## src/rtl/gc_mem_initiator.sv

```systemverilog
// Host-side initiator for the 8-bank gain-cell DRAM controller: single-word host
// read/write over valid/ready, plus a background read/write-back refresh sweep.
module gc_mem_initiator #(
    parameter int unsigned ADDR_W           = 10,
    parameter int unsigned DATA_W           = 64,
    parameter int unsigned REFRESH_INTERVAL = 64
) (
    input  logic              clk,
    input  logic              rst,
    input  logic              req_valid,
    output logic              req_ready,
    input  logic              req_we,
    input  logic [ADDR_W-1:0] req_addr,
    input  logic [DATA_W-1:0] req_wdata,
    output logic              rsp_valid,
    output logic [DATA_W-1:0] rsp_rdata,
    output logic              mem_we,
    output logic              mem_re,
    output logic [ADDR_W-1:0] mem_waddr,
    output logic [ADDR_W-1:0] mem_raddr,
    output logic [DATA_W-1:0] mem_in,
    input  logic [DATA_W-1:0] mem_rd,
    output logic              ref_active
);

    localparam int unsigned CNT_W = (REFRESH_INTERVAL > 2) ? $clog2(REFRESH_INTERVAL) : 2;
    localparam logic [CNT_W-1:0] CNT_LAST = CNT_W'(REFRESH_INTERVAL - 1);
    localparam logic [CNT_W-1:0] CNT_ARM  = CNT_W'(REFRESH_INTERVAL - 2);

    typedef enum logic [1:0] {
        IDLE,
        REF_RD,
        REF_WB
    } state_t;

    state_t            state;
    state_t            state_nxt;
    logic [CNT_W-1:0]  ref_cnt;
    logic [ADDR_W-1:0] ref_addr;
    logic              ref_pending;
    logic              rd_inflight;
    logic              host_rd;

    always_ff @(posedge clk) begin
        if (rst) begin
            state       <= IDLE;
            ref_cnt     <= '0;
            ref_addr    <= '0;
            ref_pending <= 1'b0;
            rd_inflight <= 1'b0;
        end else begin
            state       <= state_nxt;
            rd_inflight <= host_rd;
            ref_cnt     <= (ref_cnt == CNT_LAST) ? '0 : ref_cnt + CNT_W'(1);
            // Armed one count early so ref_pending is high while ref_cnt == REFRESH_INTERVAL-1
            if (ref_cnt == CNT_ARM)
                ref_pending <= 1'b1;
            else if (state == IDLE && ref_pending)
                ref_pending <= 1'b0;
            if (state == REF_WB)
                ref_addr <= ref_addr + ADDR_W'(1);
        end
    end

    always_comb begin
        state_nxt  = state;
        req_ready  = 1'b0;
        host_rd    = 1'b0;
        rsp_valid  = 1'b0;
        rsp_rdata  = '0;
        mem_we     = 1'b0;
        mem_re     = 1'b0;
        mem_waddr  = '0;
        mem_raddr  = '0;
        mem_in     = '0;
        ref_active = 1'b0;
        // Everything is held at zero while reset is asserted
        if (!rst) begin
            rsp_valid = rd_inflight;
            if (rd_inflight)
                rsp_rdata = mem_rd;
            case (state)
                IDLE: begin
                    req_ready = !ref_pending;
                    if (ref_pending)
                        state_nxt = REF_RD;
                    if (req_valid && !ref_pending) begin
                        if (req_we) begin
                            mem_we    = 1'b1;
                            mem_waddr = req_addr;
                            mem_in    = req_wdata;
                        end else begin
                            mem_re    = 1'b1;
                            mem_raddr = req_addr;
                            host_rd   = 1'b1;
                        end
                    end
                end
                REF_RD: begin
                    ref_active = 1'b1;
                    mem_re     = 1'b1;
                    mem_raddr  = ref_addr;
                    state_nxt  = REF_WB;
                end
                REF_WB: begin
                    ref_active = 1'b1;
                    mem_we     = 1'b1;
                    mem_waddr  = ref_addr;
                    mem_in     = mem_rd;
                    state_nxt  = IDLE;
                end
                default: state_nxt = IDLE;
            endcase
        end
    end

endmodule

```

## config.mk

```make
export PLATFORM = sky130hd
export DESIGN_NAME = gc_mem_initiator
export DESIGN_NICKNAME = d
export VERILOG_FILES = /design/src/rtl/gc_mem_initiator.sv
export SDC_FILE = /design/constraint.sdc
export NUM_CORES = 1
export LEC_CHECK = 0
export ABC_AREA = 1
export CAP_MARGIN = 25
export CORE_AREA = 2 2 116 118
export CTS_BUF_LIST = sky130_fd_sc_hd__clkbuf_8
export CTS_CLUSTER_DIAMETER = 200
export DETAILED_ROUTE_END_ITERATION = 7
export DIE_AREA = 0 0 118 120
export MAX_ROUTING_LAYER = met4
export SYNTH_ARGS = -nofsm -noshare
export SYNTH_HDL_FRONTEND = slang
export SYNTH_SLANG_ARGS = --single-unit
```

## constraint.sdc

```tcl
create_clock -name clk -period 1.74 [get_ports clk]
set_clock_uncertainty 0.1 [all_clocks]
set_input_delay 0.261 -clock clk [delete_from_list [all_inputs] [get_ports clk]]
set_output_delay 0.261 -clock clk [all_outputs]
set_load 0.03 [all_outputs]
```

==> run metrics <==
synth top area cells nand2_1 33%, a21oi_1 18%, dfxtp_1 15%; post-route design area 8310 sq um; floorplan core area 13,000 sq um; Syn Area/Cell around 5 sq um; Largest stage delay, worst path 0.54 ns; Storage cell area 405 sq um; DRT iter0 DRCs 353; share of layout cells above drive strength 1 51.0%; routed len/inst about 18 microns; Clock Tree Root clkbuf_8; relative max-transition margin 66.9%; Seq/Total Area, Yosys 14.7%; routability cong. 0.902; Vias 4,957; Worst Path Arrival 1.81 ns; critical path, cell by cell clkdlybuf4s50_1 > nand2_4 > nor2_4 > buf_12 > buf_12 > buf_8 > buf_16 > nand2_4 > a21oi_2 > buf_6; setup_tns -30.30 ns; Nets 1,020; Sink Count 20; DRC Markers 0; non-filler cells, final 1,044; commonest non-fill, non-tap cells in the layout 144 x nand2_1, 139 x clkdlybuf4s50_1, 90 x buf_6; Post-Route Utilization 64.0%; first-pass GRT wire length 26.8 mm; power per cell area 436 nW/um^2; startpoint types input pin; failing checks negative setup slack; status finished with violations; hold_buf cts 0; GRT overflow 0; IO Port Bufs between 200 and 300; number of global-route vias before repair 4,718; WL met2 10.1 mm; Worst-Margin Slew 0.495 ns; leading area contributor after synthesis nand2_1; routed length on met1 7.57 mm; f_max 0.461 GHz; Via density approximately 4.7; Die ar. about 14,000 sq um; Critical Path End Type output port; CP Class in -> out; DR top layer met4; IO Count 295; DRT antenna net count 0; Tcrit/Tclk final 125%; post-synthesis register bit count 20; die width 118 microns; GRT Overall Usage 24.2%; Setup WS post-layout -0.431 ns; Mapped Area around 2700 sq um; # H-tree levels 1; Inst Count DP 1,002; CP max-delay cell clkdlybuf4s50_1; Yosys Warn Count 0; FP Rows 42; Skew-Pair Late Insertion Delay 0.25 ns; Layout fillers 1,088; Max IR drop VDD 503 uV; Area growth, synth to finish 205%; Initial Util 21.0%; # Max-Cap Violations 0; CTS Buf Count 3; Min Clock Period, post-route 2.17 ns; CTS tree done; top cell type's share of synthesized area 33.2%; initial antenna violation count 0; hpwl dp 12.3 mm; RSZ-0062 raised after global routing true; Final Hold Fails 0; CP required 1.38 ns; post-synth net total roughly 700; Pins Over Slew Limit 0; Post-Synthesis Cells 553; largest net degree at the start of global routing 45; drt pass-1 iters 4; WL met3 about 990 microns; Finish-stage setup viols 94; footprint of the multi-input gates 3460 sq um; Chip Height between 100 and 150 microns; pre-CTS setup slack -0.360 ns; WL final 18.9 mm; Clock Pin Slew Worst Setup and Hold Paths 0.07 ns; commonest non-fill, non-tap cell in the layout nand2_1; CP max FO 6; clk buf depth 2; diode count 0; Distinct cells, synth 20; Worst Hold Class reg -> reg; dpl cell area about 6600 sq um; leak pwr 3.28 nW
-- sequential cells by signal, summed over array words and instances, names as in the netlist --
| register | cells |
|---|---|
| rd_inflight | 1 |
| state | 2 |
| ref_addr | 10 |
| ref_cnt | 6 |
| ref_pending | 1 |
-- synthesized netlist by cell type --
cell,n
a21oi_1,99
buf_1,5
buf_2,20
buf_6,6
clkbuf_1,15
dfxtp_1,20
ha_1,8
inv_1,14
inv_2,1
nand2_1,241
nand2_2,1
nand3_1,23
nor2_1,87
nor2_2,1
nor3b_1,1
nor4_1,1
o21a_1,1
o21ai_0,7
o21bai_1,1
xor2_1,1
-- report_power, final --
| group | total, mW | switching (mW) | internal [mW] |
|---|---|---|---|
| combinational | 2.83 | 1.46 | 1.37 |
| clock | 0.301 | 0.147 | 0.154 |
| sequential | 0.499 | 0.0185 | 0.480 |
-- final timing paths --
| check | startpoint | to | slack, ns | cells after the start |
|---|---|---|---|---|
| max | req_we | mem_in[2] | -0.43 | 10 |
| min reg2reg | ref_cnt[0] | ref_cnt[0] | 0.37 | 1 |
| min | ref_cnt[0] | ref_cnt[0] | 0.37 | 1 |
| max reg2reg | state[0] | ref_addr[9] | -0.07 | 12 |
-- metal layers --
layer,global-route usage [%],vias up
met3,3.90,18
met2,44.1,185
li1,-,2392
met1,28.6,2362
met5,-,-
met4,3.77,0
-- critical path: cells and delay by family --
family	cells	cell delay [ns]
buffers and inverters	6	1.17
and+or+nand+nor	3	0.22
AOI/OAI and AO/OA	1	0.15
-- kinds of logic (layout without fill, tap and decap cells) --
kind of cell / after synthesis / in the layout / synth area share, %
fa+ha+maj: 8 / 8 / 3.67
buf+inv: 61 / 376 / 11.0
simple gates: 355 / 355 / 50.3
compound gates: 108 / 108 / 20.0
flops: 20 / 20 / 14.7
xor+xnor: 1 / 1 / 0.321
-- through the flow --
stage	hold slack [ns]	total power, mW
global route	0.435	3.79
global placement	0.341	2.45
finish	0.374	3.62
CTS	0.381	3.29
detailed placement	0.364	2.46
floorplan	0.239	1.59
-- layout make-up --
class                           instances  area share [%]
Clock buffer                            3           0.497
Inverter                               15           0.677
Multi-Input combinational cell        472            41.6
Sequential cell                        20            4.88
Tap cell                              176            2.65
Timing Repair Buffer                  358            49.7
-- timing repair --
| action | in CTS | in global routing |
|---|---|---|
| pin swaps | 20 | 43 |
| setup buffers | 11 | 10 |
| setup endpoints to repair | 87 | 96 |
| gates cloned | 10 | 9 |
| gates resized for setup | 167 | 136 |
Note: power is estimated with default switching activity, not from simulation.
